<file path="src/rtl/book_update_sequencer_if.sv">
// Requester handshake bundle: valid/ready with one packed 92-bit book message.
interface book_update_sequencer_if;
    logic        valid;
    logic        ready;
    logic [91:0] msg;

    modport master (output valid, output msg, input ready);
    modport slave  (input valid, input msg, output ready);
endinterface

</file>
<file path="src/rtl/book_update_sequencer.sv">
// Two requester FIFOs arbitrated into a registered one-cycle order-book strobe.
// Define BOOK_SEQ_B_PRIORITY_EN for strict B priority; default build is round-robin.
module book_update_sequencer #(
    parameter int FIFO_DEPTH = 4
) (
    input  logic                   clk,
    input  logic                   reset_n,
    book_update_sequencer_if.slave a,
    book_update_sequencer_if.slave b,
    input  logic                   freeze,
    output logic                   message_ready,
    output logic                   enable_order_book,
    output logic [7:0]             NUM_ORDERS,
    output logic [15:0]            QUANTITY,
    output logic [63:0]            PRICE,
    output logic [1:0]             ACTION,
    output logic [1:0]             ENTRY_TYPE,
    output logic [15:0]            issue_count,
    output logic [7:0]             drop_count
);
    localparam int          AW       = (FIFO_DEPTH > 1) ? $clog2(FIFO_DEPTH) : 1;
    localparam logic [AW:0] FULL_CNT = (AW+1)'(FIFO_DEPTH);

    typedef enum logic {RUN = 1'b0, FROZEN = 1'b1} state_t;
    state_t r_state, w_state_next;

    // Index 0 is requester A, index 1 is requester B.
    logic [91:0]   r_mem [2][FIFO_DEPTH];
    logic [AW-1:0] r_wr  [2];
    logic [AW-1:0] r_rd  [2];
    logic [AW:0]   r_cnt [2];
    logic [91:0]   w_msg_in [2];
    logic [1:0]    w_valid, w_ready, w_push, w_pop, w_nonempty;
    logic [91:0]   w_pop_msg;
    logic          w_malformed;

    logic          r_mr, r_enable;
    logic [91:0]   r_fields;
    logic [15:0]   r_issue;
    logic [7:0]    r_drop;

    assign w_valid     = {b.valid, a.valid};
    assign w_msg_in[0] = a.msg;
    assign w_msg_in[1] = b.msg;
    assign a.ready     = w_ready[0];
    assign b.ready     = w_ready[1];

    always_comb begin
        w_ready    = '0;
        w_nonempty = '0;
        for (int unsigned i = 0; i < 2; i++) begin
            w_ready[i]    = (r_cnt[i] != FULL_CNT);
            w_nonempty[i] = (r_cnt[i] != '0);
        end
    end

    // Ready depends only on occupancy, so a full FIFO never accepts even while popping.
    assign w_push = w_valid & w_ready;

`ifdef BOOK_SEQ_B_PRIORITY_EN
    always_comb begin
        w_pop = '0;
        if (r_state == RUN) begin
            if (w_nonempty[1])      w_pop[1] = 1'b1;
            else if (w_nonempty[0]) w_pop[0] = 1'b1;
        end
    end
`else
    logic r_rr_ptr;

    always_comb begin
        w_pop = '0;
        if (r_state == RUN) begin
            if (w_nonempty[r_rr_ptr])       w_pop[r_rr_ptr]  = 1'b1;
            else if (w_nonempty[~r_rr_ptr]) w_pop[~r_rr_ptr] = 1'b1;
        end
    end

    // Pointer only advances when the favoured requester was the one served.
    always_ff @(posedge clk or negedge reset_n) begin
        if (!reset_n)              r_rr_ptr <= 1'b0;
        else if (w_pop[r_rr_ptr])  r_rr_ptr <= ~r_rr_ptr;
    end
`endif

    assign w_pop_msg   = w_pop[1] ? r_mem[1][r_rd[1]] : r_mem[0][r_rd[0]];
    assign w_malformed = (w_pop_msg[3:2] == 2'b11) || w_pop_msg[1];

    always_comb begin
        w_state_next = r_state;
        case (r_state)
            RUN:     if (freeze)  w_state_next = FROZEN;
            FROZEN:  if (!freeze) w_state_next = RUN;
            default: w_state_next = RUN;
        endcase
    end

    always_ff @(posedge clk or negedge reset_n) begin
        if (!reset_n) r_state <= RUN;
        else          r_state <= w_state_next;
    end

    always_ff @(posedge clk) begin
        for (int unsigned i = 0; i < 2; i++) begin
            if (w_push[i]) r_mem[i][r_wr[i]] <= w_msg_in[i];
        end
    end

    always_ff @(posedge clk or negedge reset_n) begin
        if (!reset_n) begin
            for (int unsigned i = 0; i < 2; i++) begin
                r_wr[i]  <= '0;
                r_rd[i]  <= '0;
                r_cnt[i] <= '0;
            end
        end else begin
            for (int unsigned i = 0; i < 2; i++) begin
                if (w_push[i]) r_wr[i] <= r_wr[i] + 1'b1;
                if (w_pop[i])  r_rd[i] <= r_rd[i] + 1'b1;
                if (w_push[i] && !w_pop[i])      r_cnt[i] <= r_cnt[i] + 1'b1;
                else if (!w_push[i] && w_pop[i]) r_cnt[i] <= r_cnt[i] - 1'b1;
            end
        end
    end

    always_ff @(posedge clk or negedge reset_n) begin
        if (!reset_n) begin
            r_mr     <= 1'b0;
            r_enable <= 1'b0;
            r_fields <= '0;
            r_issue  <= '0;
            r_drop   <= '0;
        end else begin
            r_mr     <= 1'b0;
            r_enable <= (w_state_next == RUN);
            if (|w_pop) begin
                if (w_malformed) begin
                    if (r_drop != 8'hFF) r_drop <= r_drop + 8'd1;
                end else begin
                    r_mr     <= 1'b1;
                    r_fields <= w_pop_msg;
                    r_issue  <= r_issue + 16'd1;
                end
            end
        end
    end

    assign message_ready     = r_mr;
    assign enable_order_book = r_enable;
    assign {NUM_ORDERS, QUANTITY, PRICE, ACTION, ENTRY_TYPE} = r_fields;
    assign issue_count       = r_issue;
    assign drop_count        = r_drop;
endmodule

</file>
<file path="src/flat_wrapper.sv">
// flat-port wrapper written by rule: the top's interface ports become plain ports
module book_update_sequencer_flat 
#(
    parameter int FIFO_DEPTH = 4
)
  (clk, reset_n, freeze, message_ready, enable_order_book, NUM_ORDERS, QUANTITY, PRICE, ACTION, ENTRY_TYPE, issue_count, drop_count, a_valid, a_msg, a_ready, b_valid, b_msg, b_ready);
  book_update_sequencer_if a_i ();
  book_update_sequencer_if b_i ();
  input  logic clk;
  input  logic reset_n;
  input  logic freeze;
  output logic message_ready;
  output logic enable_order_book;
  output logic [7:0] NUM_ORDERS;
  output logic [15:0] QUANTITY;
  output logic [63:0] PRICE;
  output logic [1:0] ACTION;
  output logic [1:0] ENTRY_TYPE;
  output logic [15:0] issue_count;
  output logic [7:0] drop_count;
  input wire logic [$bits(a_i.valid)-1:0] a_valid;
  input wire logic [$bits(a_i.msg)-1:0] a_msg;
  output wire logic [$bits(a_i.ready)-1:0] a_ready;
  input wire logic [$bits(b_i.valid)-1:0] b_valid;
  input wire logic [$bits(b_i.msg)-1:0] b_msg;
  output wire logic [$bits(b_i.ready)-1:0] b_ready;
  assign a_i.valid = a_valid;
  assign a_i.msg = a_msg;
  assign a_ready = a_i.ready;
  assign b_i.valid = b_valid;
  assign b_i.msg = b_msg;
  assign b_ready = b_i.ready;
  book_update_sequencer #(.FIFO_DEPTH(FIFO_DEPTH)) u_core (.clk(clk), .reset_n(reset_n), .a(a_i), .b(b_i), .freeze(freeze), .message_ready(message_ready), .enable_order_book(enable_order_book), .NUM_ORDERS(NUM_ORDERS), .QUANTITY(QUANTITY), .PRICE(PRICE), .ACTION(ACTION), .ENTRY_TYPE(ENTRY_TYPE), .issue_count(issue_count), .drop_count(drop_count));
endmodule
</file>
<file path="config.mk">
export PLATFORM = sky130hd
export DESIGN_NAME = book_update_sequencer_flat
export DESIGN_NICKNAME = d
export VERILOG_FILES = /design/src/rtl/book_update_sequencer_if.sv /design/src/rtl/book_update_sequencer.sv /design/src/flat_wrapper.sv
export SDC_FILE = /design/constraint.sdc
export NUM_CORES = 1
export LEC_CHECK = 0
export BUFFER_PORTS_ARGS = -buffer_cell sky130_fd_sc_hd__buf_2
export CAP_MARGIN = 5
export CELL_PAD_IN_SITES_DETAIL_PLACEMENT = 1
export CELL_PAD_IN_SITES_GLOBAL_PLACEMENT = 1
export CORE_ASPECT_RATIO = 1.75
export CORE_MARGIN = 2
export CORE_UTILIZATION = 40
export DETAILED_ROUTE_END_ITERATION = 6
export PLACE_DENSITY_LB_ADDON = 0.1
export SETUP_SLACK_MARGIN = 0.5
export SLEW_MARGIN = 10
export SYNTH_ARGS = -nofsm -noshare
export SYNTH_HDL_FRONTEND = slang
export SYNTH_SLANG_ARGS = --single-unit
</file>
<file path="constraint.sdc">
create_clock -name clk -period 3.7 [get_ports clk]
set_clock_uncertainty 0.05 [all_clocks]
set_input_delay 0.555 -clock clk [delete_from_list [all_inputs] [get_ports clk]]
set_output_delay 0.555 -clock clk [all_outputs]
set_load 0.1 [all_outputs]
</file>
# After elaboration in Yosys (flattened, before gate mapping)
# Memory sizes are Yosys's and may differ from the RTL's.
# Index checks and enable logic that the tools add are counted.
# word_totals
memories,1
regBits,134
out_inout_bits,120
ramBits,736
input_bits,189
word_cells,101
# op_classes
n_lt_le_gt_ge,10
n_bitwise,8
n_eq_ne,4
reduce_logical,20
add_sub_neg,10
n_mux,35
# memory_table
memory,words,width,rd,rd_clocked_by_memory_dff,wr,line_no,text
u_core.r_mem,2,368,2,0,2,book_update_sequencer.sv:28,logic [91:0] r_mem [2][FIFO_DEPTH];
# op_table
operator,n
368-bit 2-to-1 mux,2
92-bit 2-to-1 mux,7
92-bit binary-select mux with 2-bit select,2
92-bit demux with 2-bit select,2
16-bit by 1-bit adder with 16-bit output (second input constant),1
1-bit 2-to-1 mux,13
3-bit greater-or-equal comparator (second input constant),4
3-bit 2-to-1 mux,4
2-bit inverter with 3-bit output,4
2-bit by 1-bit adder with 2-bit output (second input constant),4
8-bit by 1-bit adder with 8-bit output (second input constant),1
1-bit logical AND,8
8-bit inequality test (second input constant),1
3-bit by 1-bit adder with 3-bit output (second input constant),2
3-bit by 1-bit less-than comparator with 1-bit output (second input constant),2
2-bit 2-to-1 mux,3
3-bit inequality test (second input constant),2
3-bit nonzero test,2
3-bit by 1-bit subtractor with 3-bit output (second input constant),2
1-bit logical NOT,4
1-bit by 2-bit less-than comparator with 1-bit output (second input constant),2
2-bit nonzero test,2
1-bit inverter,3
3-bit AND reduction,1
7 further kinds,9

# Logic depth before layout (Yosys ltp)
# Gate-level depths: netlist of run 1.
# logic_depth
word_depth,13
mapped_depth,10
ltp_nobuf,9

# Least setup slack after synthesis of run 1
# Ideal clock, no wire load.
# synth_timing
path_kind,register to register
startpoint,register u_core.r_cnt[3] (netlist name)
endpoint,"memory u_core.r_mem[0][0] (netlist name), enable pin"
n_path_buf,0
synth_period_minus_slack_ns,3.999
path_stages_with_launch,4
required_time_ns,3.188
setup_slack_ns,-0.299
arrival_ns,3.487
setup_ns,0.462
path_cell_list,dfrtp_1 -> nor2_1 -> nand2_1 -> and3_1
# synth_rtl
element,line_no,text
from (decl),book_update_sequencer.sv:31,logic [AW:0] r_cnt [2];
"from (signal, indexed assignment)",book_update_sequencer.sv:120,if (w_push[i] && !w_pop[i]) r_cnt[i] <= r_cnt[i] + 1'b1;
"from (signal, indexed assignment)",book_update_sequencer.sv:121,else if (!w_push[i] && w_pop[i]) r_cnt[i] <= r_cnt[i] - 1'b1;
to (decl),book_update_sequencer.sv:28,

# Worst setup path in the final report of run 1
# layout_timing
startpoint,register u_core.r_rd[0] (netlist name)
endpoint,register u_core.r_fields[25]
# layout_between
elab_chain_len,9
# layout_lines
element,line_no,text
from (decl),book_update_sequencer.sv:30,logic [AW-1:0] r_rd [2];
"from (signal, indexed assignment)",book_update_sequencer.sv:119,if (w_pop[i]) r_rd[i] <= r_rd[i] + 1'b1;
2-bit inverter with 3-bit output (implied by the code) (*),book_update_sequencer.sv:86,assign w_pop_msg = w_pop[1] ? r_mem[1][r_rd[1]] : r_mem[0][r_rd[0]];
92-bit binary-select mux with 2-bit select (*),book_update_sequencer.sv:86,
92-bit 2-to-1 mux (implied by the code) (*) (2 in a row),book_update_sequencer.sv:86,
92-bit 2-to-1 mux (*),book_update_sequencer.sv:86,
2-bit == test,book_update_sequencer.sv:87,assign w_malformed = (w_pop_msg[3:2] == 2'b11) || w_pop_msg[1];
1-bit logical OR,book_update_sequencer.sv:87,
1-bit inverter (no source line),n/a,
2-bit AND reduction (no source line),n/a,
to (signal assigned),book_update_sequencer.sv:141,r_fields <= w_pop_msg;
to (decl),book_update_sequencer.sv:38,logic [91:0] r_fields;
# Mark *: on every way between the ends. The rest lies on a longest branch, timed or not. The select of a mux whose other input is x is not followed.
# A chain may end at the register's enable or synchronous reset.

==> results of run 1 <==
## kinds of logic (layout without fill, tap and decap cells)
family / count (synthesis) / after routing / synth area share (%)
AND/OR/NAND/NOR: 77 / 77 / 1.210
multiplexers: 277 / 277 / 15.36
AO/OA/AOI/OAI: 191 / 191 / 3.325
XOR/XNOR: 34 / 34 / 0.9002
buffers and inverters: 111 / 535 / 1.683
flip-flops: 870 / 870 / 76.95
other: 0 / 15 / 0
adder cells (fa/ha/maj): 14 / 14 / 0.5749
## per-stage QoR
step	setup slack [ps]	hold slack [ps]	util, %	instances	cell area (sq um)
after global placement	897.8	409.1	43.99	2883	36040
after detailed placement	803.1	416.2	43.99	2883	36040
final	753.7	61.45	47.54	3070	38950
after global routing	587.6	29.49	47.53	3065	38930
after floorplan	717.8	209.4	-	1574	33090
after CTS	747.8	0.2590	47.50	3055	38910
## where the power goes
group	internal (uW)	leakage (uW)	switching, uW
Clock	4810	0.00133	3690
Sequential	13100	0.00828	910
Combinational	4130	0.00418	9640
## synthesized netlist by cell type, drive strengths merged, types with 3 or more instances
master  number  share of area (%)
a21oi       93                1.4
a31oi       89                1.7
and2         5              0.095
and3        14               0.26
buf         50               0.99
clkbuf      46               0.53
dfrtp      134                 10
edfxtp     736                 67
ha          12               0.45
inv         15               0.17
mux2         4               0.14
mux2i       89                2.7
mux4       184                 13
nand2       20               0.23
nand3       10               0.15
nand4        7               0.13
nor2         7              0.079
nor3         6              0.091
o21ai        3              0.045
xnor2       22               0.58
xor2        12               0.32
## how the worst min path moves through the flow
| stage | depth (start not counted) | start | endpoint |
|---|---|---|---|
| finish | 1 | b_msg[70] | u_core.r_mem[0][530]$_DFFE_PP_ |
| global route | 1 | a_msg[48] | u_core.r_mem[0][324]$_DFFE_PP_ |
| CTS | 1 | a_msg[12] | u_core.r_mem[0][104]$_DFFE_PP_ |
| detailed placement | 1 | u_core.issue_count[15]$_DFFE_PN0P_ | u_core.issue_count[15]$_DFFE_PN0P_ |
| global placement | 1 | u_core.issue_count[15]$_DFFE_PN0P_ | u_core.issue_count[15]$_DFFE_PN0P_ |
| floorplan | 0 | reset_n | u_core.drop_count[0]$_DFFE_PN0P_ |
## area by class of cell
type | instances | area (sq um)
Inverter | 15 | 56.30
Tap cell | 1057 | 1323
Antenna cell | 15 | 37.54
Clock inverter | 54 | 501.7
Fill cell | 7575 | 42970
Clock buffer | 100 | 2191
Timing Repair Buffer | 366 | 2228
Multi-Input combinational cell | 593 | 7139
Sequential cell | 870 | 25470
## per-layer routing
metal	GRT usage, %	up-vias	wire length, um
met2	35.42	434	43960
met1	24.44	8911	33810
met3	5.317	145	4984
met4	6.239	48	1623
li1	-	7208	-
met5	0	-	296
## worst max-delay path: stages, from the launching register on
cell and delay (ps):
dfrtp_4 470, mux4_2 520, a2111oi_2 410, a32o_4 610, buf_12 380, a21oi_1 120, a31oi_1 210
## flip-flops by register name (all words and copies together) (netlist names)
name and cells:
u_core.r_fields 92, u_core.r_mem 736, u_core.r_rr_ptr 1, u_core.message_ready 1
u_core.issue_count 16, u_core.enable_order_book 1, u_core.r_rd 4, u_core.r_cnt 6
u_core.r_state 1, u_core.r_wr 4, u_core.drop_count 8
## what timing repair did
item                                   in CTS  in global routing
endpoints found under the hold margin     119                  0
resized for setup                           0                  0
hold buffers                               18                  0
==> impl_results.md, run 1 <==
- Crit. Startpoint: u_core.r_rd[0]$_DFFE_PN0N_
- Seq/Total Area, Yosys: 76.95%
- Slew HR: 36.31%
- Vias per std cell: 5.455
- Die X: 221.4 um
- Worst Tran Pin Value: 955.4 ps
- Via count: 16750
- Cell area after synthesis: 33080 sq um
- Vias in the first global route: 18660
- Starting Density: 40.38%
- Power Dens Cells: 931.8 nW/um^2
- CTS Buf Count: 82
- Kind of critical path: flop to flop
- Clock Tree Buf Depth: 3
- Final Hold Fails: 0
- Hpwl dp: 50.62 mm
- Final Max Tran Viols: 0
- Critical R2R Launch: u_core.r_rd[0]$_DFFE_PN0N_
- Port bufs: 308
- Synthesized area per cell: 21.02 sq um
- RSZ-0062 raised after global routing: false
- Post-layout power: 36290 uW
- Worst-Skew Late Latency: 660 ps
- RR Endpoint: u_core.r_fields[25]$_DFFE_PN0P_
- Leakage: 0.01378 uW
- Outcome: completed
- Clk pin slew, worst setup/hold paths: 60 ps
- Yosys reg bits: 870
- CTS root buf: clkbuf_16
- Die area: 85100 sq um
- Post-DR wirelength/cell: 27.58 um
- Post-route ant nets: 0
- Dominant synthesized flop cell: edfxtp_1
- Setup TNS: 0 ps
- CP Launch Type: flop
- Top Ports: 309
- Fmax: 339.4 MHz
- Core ar.: 81910 sq um
- GR Overflow Total: 0
- Initial antenna violation count: 44
- Post CTS Setup Buffer Count: 0
- Commonest cells after routing, fill and taps aside: edfxtp_1, buf_2, mux4_2, dfrtp_1, a21oi_1
- Arrival time at the worst endpoint: 3460 ps
- R2R setup slack: 750 ps
- Worst-path fanout max: 72
- Number of remaining DRC errors: 0
- TritonCTS clock tree: built
- Worst-case reg-to-reg path depth: 6
- DR iter-0 viols: 923
- Syn Nets: 1777
- Final WL: 84.68 mm
- Max cap viols: 0
- Worst Path Required: 4210 ps
- Area Overhead vs Synth: 17.74%
- Fin crit share: 79.63%
- Post-Synthesis Cells: 1574
- First-pass GRT wire length: 125.4 mm
- FP Rows: 139
- CP endpoint kind: flop
- Setup violators final: 0
- Drt pass-1 iters: 5
- Clock sink count: 870
- GRT Util Overall: 20.22%
- Post-synth ARST share: 15.40%
- Max VDD drop: 0.8046 mV
- CP Capture Point: u_core.r_fields[25]$_DFFE_PN0P_
- Largest net degree at the start of global routing: 92
- HP Class: input pin to flop
- Fin crit period: 2946 ps
- Commonest non-fill, non-tap cell in the layout: edfxtp_1
- Placer Congestion: 0.7260
- Layout cell share with drive strength beyond 1: 34.13%
- Number of distinct library cells after synthesis: 40
- Die height: 384.4 um
- Nets: 2131
- Post-synth EDFFs: 736
- Yosys synthesis warning count: 0
- H-tree depth: 3
Note: power is estimated with default switching activity, not from simulation.
==> run 2, diff against run 1 <==
==> constraint.sdc (replaced) <==
create_clock -name clk -period 3.1 [get_ports clk]
set_clock_uncertainty 0.05 [all_clocks]
set_input_delay 0.465 -clock clk [delete_from_list [all_inputs] [get_ports clk]]
set_output_delay 0.465 -clock clk [all_outputs]
set_load 0.1 [all_outputs]
==> run 2 against run 1 <==
  * Worst hold slack improved by 230 ps
  * Sequential power is 20% higher
  * Die area is the same
  * Register-to-register slack got worse by 170 ps
  * Non-clock buffer count is 168 higher
  * Design area up 4.3%
  * First-iteration DRC count increased by 4.2%
  * Clock power up 16%
  * Maximum frequency increased by 17%
==> impl_results.md, run 2 (synthesis results as in run 1) <==
- Outcome: completed
- Slew HR: 31.10% (-5.2 points)
- Setup violators final: 0 (unchanged)
- Kind of critical path: flop to flop
- Commonest cells after routing, fill and taps aside: edfxtp_1, buf_2, dlygate4sd3_1, mux4_2, dfrtp_1
- Switching Fraction: 39.18% (-0.078 points)
- Slowest CP cell: mux4_2
- Worst path buffer plus inverter count: 1 (unchanged)
- R2R setup slack: 580 ps (-170 ps)
- Setup TNS: 0 ps (unchanged)
- Worst-path fanout max: 59 (-18%)
- Placer Congestion: 0.7194 (-0.91%)
- Leakage: 0.01446 uW (+4.9%)
- Critical-path cell list: mux4_2 -> a2111oi_2 -> a32o_4 -> buf_16 -> nand4_1 -> xnor2_1
- Initial antenna violation count: 10 (-77%)
- First-pass GRT wire length: 129.3 mm (+3.1%)
- Clock Tree Buf Depth: 3 (unchanged)
- DR iter-0 viols: 962 (+4.2%)
- Power Dens Cells: 1075 nW/um^2 (+15%)
- Hold Crit Depth: 3 (+2)
- Post-DR wirelength/cell: 26.66 um (-3.4%)
- TritonCTS clock tree: built
- Fin crit period: 2515 ps (-431.0 ps)
- Hold Crit Endpoint: u_core.r_wr[0]$_DFFE_PN0P_
- Area Overhead vs Synth: 22.79%
- Final Max Tran Viols: 0 (unchanged)
- Worst-case reg-to-reg path depth: 6 (unchanged)
- RR Endpoint: u_core.issue_count[14]$_DFFE_PN0P_
- Crit. Startpoint: u_core.r_rd[0]$_DFFE_PN0N_
- Die area: 85100 sq um (unchanged)
- Post-Place Cells: 2878 (-0.17%)
- Final Hold Fails: 0 (unchanged)
- Nets: 2298 (+7.8%)
- Finished Core Util: 49.59% (+2.0 points)
- Drt pass-1 iters: 5 (unchanged)
- Hpwl dp: 48.75 mm (-3.7%)
- Number of remaining DRC errors: 0 (unchanged)
- CP Launch Type: flop
- CP peak stage delay: 530 ps (-80 ps)
- Final cell count without fillers: 3222 (+5.0%)
- Max cap viols: 0 (unchanged)
- Fmax: 397.6 MHz (+17%)
- Arrival time at the worst endpoint: 3010 ps (-450 ps)
- Final WL: 85.89 mm (+1.4%)
- Number of flip-flops in the largest register: 736 (unchanged)
- Post-route ant nets: 0 (unchanged)
- RSZ-0062 raised after global routing: true
- HP Class: input pin to flop
- Largest net degree at the start of global routing: 93 (+1.1%)
- Max VDD drop: 0.7751 mV (-3.7%)
- GRT Util Overall: 20.66% (+0.44 points)
- Fin crit share: 81.14% (+1.5 points)
- Die X: 221.4 um (unchanged)
- Internal Power: 26560 uW (+20%)
- Commonest non-fill, non-tap cell in the layout: edfxtp_1
- H-tree depth: 3 (unchanged)
- Flop pwr share: 38.4% (-0.2 points)
- CP endpoint kind: flop
- Post-layout power: 43660 uW (+20%)
- Port bufs: 308 (unchanged)
- Vias in the first global route: 19610 (+5.1%)
- Via count: 17400 (+3.9%)
- Worst-Skew Late Latency: 660 ps (about the same)
- Clock sink count: 870 (unchanged)
- FP Rows: 139 (unchanged)
- Sw Pwr: 17100 uW (+20%)
- Layout cell share with drive strength beyond 1: 30.83% (-3.3 points)
- Top Ports: 309 (unchanged)
- Fill cell count: 7567 (-0.11%)
- Core ar.: 81910 sq um (unchanged)
- Clock Power Share: 22.6% (-0.8 points)
- GR Overflow Total: 0 (unchanged)
- Cell Area, Placed: 36060 sq um (about the same)
- CTS root buf: clkbuf_16
- Worst Hold Launch: b_valid
- Comb power frac: 39.0% (+1.1 points)
- Starting Density: 40.38% (unchanged)
- Die height: 384.4 um (unchanged)
- Clk pin slew, worst setup/hold paths: 60 ps (about the same)
- Critical R2R Launch: u_core.r_rd[0]$_DFFE_PN0N_
- Worst Tran Pin Value: 1034 ps (+78.18 ps)
- Worst Path Required: 3590 ps (-620 ps)
- Non-Filler Cell Area, Final: 40620 sq um (+4.3%)
- Family with the most delay on the worst path: compound AO/OA/AOI/OAI gates
- CTS Buf Count: 81 (-1.2%)
- Vias per std cell: 5.401 (-0.99%)
==> run 2: changes by cell type in the layout (fill, tap and decap cells not counted), moves of 3 or more <==
cell | previous run | this run
clkinv_2 | 23 | 12
buf_12 | 16 | 19
clkinv_1 | 12 | 15
clkbuf_1 | 12 | 20
clkinvlp_4 | 5 | 2
dlygate4sd3_1 | 18 | 186
buf_4 | 24 | 16
diode_2 | 15 | 5
==> run 2: how the worst max path moves through the flow <==
stage | end | depth (start not counted) | slack (ps)
floorplan | u_core.r_mem[0][0]$_DFFE_PP_ | 3 | 120
global placement | u_core.r_fields[72]$_DFFE_PN0P_ | 4 | 480
detailed placement | u_core.r_fields[45]$_DFFE_PN0P_ | 6 | 450
CTS | u_core.r_cnt[4]$_DFFE_PN0P_ | 7 | 510
global route | u_core.issue_count[14]$_DFFE_PN0P_ | 6 | 480
finish | u_core.issue_count[14]$_DFFE_PN0P_ | 6 | 580
==> run 2: per-stage QoR <==
step	hold slack [ps]	worst slack [ps]
after floorplan	119.4	117.8
after global placement	418.3	482.8
after detailed placement	430.0	452.8
after CTS	251.6	506.1
after global routing	301.2	482.1
final	294.7	584.8
==> run 2: layer usage <==
metal	global-route usage [%]	vias to the layer above	wire length (um)
li1	-	7530	-
met1	25.69	9304	34930
met2	36.70	462	45030
met3	4.163	98	4316
met4	5.667	8	1568
met5	0	-	48
==> run 2: worst min-delay path, stage by stage <==
cell and delay [ps]:
buf_2 130, and2_1 270, xnor2_1 90
==> run 2: final cells by class <==
class	instances	area, sq um	share of cell area [%]
flip-flops and latches	870	25470	62.71
inverters	15	56.30	0.1386
clock inverters	41	385.4	0.9488
well taps	1057	1323	3.256
repair buffers	534	4020	9.897
multi-input cells	593	7144	17.59
clock buffers	107	2207	5.434
diodes	5	12.51	0.03080
==> run 2: what timing repair did <==
item / in CTS / in global routing
endpoints found under the hold margin: 781 / 0
resized for setup: 2 / 4
buffers inserted: 4 / 0
pin swaps: 1 / 0
hold buffers: 186 / 0
endpoints found under the setup margin: 45 / 22
cloned: 1 / 0
==> run 2: power groups by stage <==
stage	Clock, uW	Sequential (uW)	Combinational, uW
2_1_floorplan	0	21300	7900
3_3_place_gp	0	16900	16500
3_5_place_dp	0	17000	16800
4_1_cts	10200	16800	17400
5_1_grt	10500	17000	18100
6_report	9880	16800	17000
==> run 3, diff against run 2 <==
==> constraint.sdc (replaced) <==
create_clock -name clk -period 2.55 [get_ports clk]
set_clock_uncertainty 0.05 [all_clocks]
set_input_delay 0.3825 -clock clk [delete_from_list [all_inputs] [get_ports clk]]
set_output_delay 0.3825 -clock clk [all_outputs]
set_load 0.1 [all_outputs]
==> run 3 against run 2 <==
  * Final cell count rose by 2.4%
  * Count of clock-buffer cells in the layout increased by 11
  * Clock power is 19% higher
  * Via count is 2.0% higher
  * Critical endpoint is now u_core.r_fields[37]$_DFFE_PN0P_
==> impl_results.md, run 3 (synthesis results as in run 1) <==
- First-pass GRT wire length: 132.1 mm (+2.2%)
- Via count: 17750 (+2.0%)
- Top Ports: 309 (unchanged)
- Outcome: completed
- Arrival time at the worst endpoint: 2860 ps (-150 ps)
- Max cap viols: 0 (unchanged)
- Vias in the first global route: 19920 (+1.6%)
- Hold slack: 116.9 ps (-177.7 ps)
- Register Area: 25470 sq um (about the same)
- RSZ-0062 raised after global routing: true
- Setup violators final: 0 (unchanged)
- Final cell count without fillers: 3300 (+2.4%)
- Family with the most delay on the worst path: buffers and inverters
- Core ar.: 81910 sq um (unchanged)
- Number of flip-flops in the largest register: 736 (unchanged)
- Worst Path Required: 3000 ps (-590 ps)
- Multi-input logic area: 7560 sq um (+5.8%)
- Crit. Startpoint: u_core.r_rd[0]$_DFFE_PN0N_
- GRT Util Overall: 21.36% (+0.70 points)
- Worst-Skew Late Latency: 670 ps (about the same)
- CTS root buf: clkbuf_16
- Finished Core Util: 51.76% (+2.2 points)
- Setup TNS: 0 ps (unchanged)
- Post-route ant nets: 0 (unchanged)
- Vias per std cell: 5.379 (-0.41%)
- DR iter-0 viols: 963 (+0.10%)
- TritonCTS clock tree: built
- Worst-path fanout max: 8 (-86%)
- Area Overhead vs Synth: 28.17%
- Worst path buffer plus inverter count: 5 (+4)
- Fill cell count: 7424 (-1.9%)
- Hpwl dp: 51.18 mm (+5.0%)
- Worst-case reg-to-reg path depth: 9 (+3)
- GR Overflow Total: 0 (unchanged)
- Layout cell share with drive strength beyond 1: 36.09% (+5.3 points)
- Commonest non-fill, non-tap cell in the layout: edfxtp_1
- Leakage: 0.01519 uW (+5.1%)
- Largest net degree at the start of global routing: 122 (+31%)
- Kind of critical path: flop to flop
- Slew HR: 49.36% (+18 points)
- Fmax: 416.0 MHz (+4.6%)
- Fin crit period: 2404 ps (-111.4 ps)
- Critical R2R Launch: u_core.r_rd[0]$_DFFE_PN0N_
- Post-Place Cells: 2899 (+0.73%)
- Clk pin slew, worst setup/hold paths: 60 ps (about the same)
- Drt pass-1 iters: 5 (unchanged)
- CP Capture Point: u_core.r_fields[37]$_DFFE_PN0P_
- Die area: 85100 sq um (unchanged)
- Nets: 2375 (+3.4%)
- Power Dens Cells: 1357 nW/um^2 (+26%)
- Die X: 221.4 um (unchanged)
- Port bufs: 308 (unchanged)
- Worst Tran Pin Value: 759.5 ps (-274.0 ps)
- R2R setup slack: 150 ps (-440 ps)
- Max VDD drop: 1.085 mV (+40%)
- RR Endpoint: u_core.r_fields[37]$_DFFE_PN0P_
- CP endpoint kind: flop
- Final Max Tran Viols: 0 (unchanged)
- Placer Congestion: 0.7579 (+5.4%)
- FP Rows: 139 (unchanged)
- Initial antenna violation count: 10 (unchanged)
- Critical-path cell list: mux4_2 -> a2111oi_4 -> a32o_4 -> buf_6 -> buf_12 -> buf_16 -> buf_12 -> buf_16 -> a31oi_1
- Clock Tree Buf Depth: 3 (unchanged)
- Post-layout power: 57540 uW (+32%)
- Final WL: 90.74 mm (+5.6%)
- Final Hold Fails: 0 (unchanged)
- Clock sink count: 870 (unchanged)
- WP depth: 9 (+3)
- H-tree depth: 3 (unchanged)
- Post-DR wirelength/cell: 27.50 um (+3.1%)
- Die height: 384.4 um (unchanged)
- Fin crit share: 94.27% (+13 points)
- CTS Buf Count: 83 (+2.5%)
- CP peak stage delay: 540 ps (about the same)
- CP Launch Type: flop
- Number of remaining DRC errors: 0 (unchanged)
- HP Class: input pin to flop
- Slowest CP cell: mux4_2
- Commonest cells after routing, fill and taps aside: edfxtp_1, buf_2, dlygate4sd3_1, mux4_2, dfrtp_1
- Starting Density: 40.38% (unchanged)
==> run 3: stage by stage <==
step                      instance area, sq um  setup slack, ps
after floorplan                          33200            262.5
after detailed placement                 36470            18.92
after global placement                   36470            104.8
after global routing                     42400            90.57
final                                    42400            146.1
after CTS                                41950            212.5
==> run 3: routing by layer <==
layer	wire length [um]	global-route usage, %	vias up
met1	35060	24.97	9466
met2	48770	38.78	431
li1	-	-	7699
met5	72	0	-
met4	2459	7.917	12
met3	4376	4.263	142
==> run 3: final cells by class <==
class	instances	share of cell area [%]
inverters	15	0.1328
diodes	4	0.02361
well taps	1057	3.119
clock buffers	118	5.498
clock inverters	34	0.5459
repair buffers	608	12.77
multi-input cells	594	17.83
flip-flops and latches	870	60.08
==> run 3: worst min-delay path by stage <==
stage / from / end / slack [ps] / cells after the start
floorplan: reset_n / u_core.drop_count[0]$_DFFE_PN0P_ / 40 / 0
global placement: reset_n / u_core.r_fields[86]$_DFFE_PN0P_ / 260 / 1
detailed placement: reset_n / u_core.r_fields[86]$_DFFE_PN0P_ / 270 / 1
CTS: a_valid / u_core.r_wr[2]$_DFFE_PN0P_ / 60 / 3
global route: a_valid / u_core.r_wr[2]$_DFFE_PN0P_ / 120 / 3
finish: a_valid / u_core.r_wr[2]$_DFFE_PN0P_ / 120 / 3
==> run 3: where the power goes <==
part	leakage, uW	switching, uW	internal [uW]
logic	0.00567	15800	9500
clock network	0.00125	5260	6580
registers	0.00828	1340	19000
==> run 3: worst register-to-register path, delay by kind of cell (launching register included) <==
kind                   cells  cell delay, ps
buffers and inverters      5             640
DFF                        1             440
muxes                      1             540
AOI/OAI and AO/OA          3             580
==> run 3: what timing repair did <==
action / in CTS / in global routing
hold buffers: 186 / 0
pin swaps: 21 / 14
hold endpoints to repair: 872 / 0
setup endpoints to repair: 126 / 153
gates resized for setup: 95 / 47
cloned: 13 / 5
buffers inserted: 32 / 9
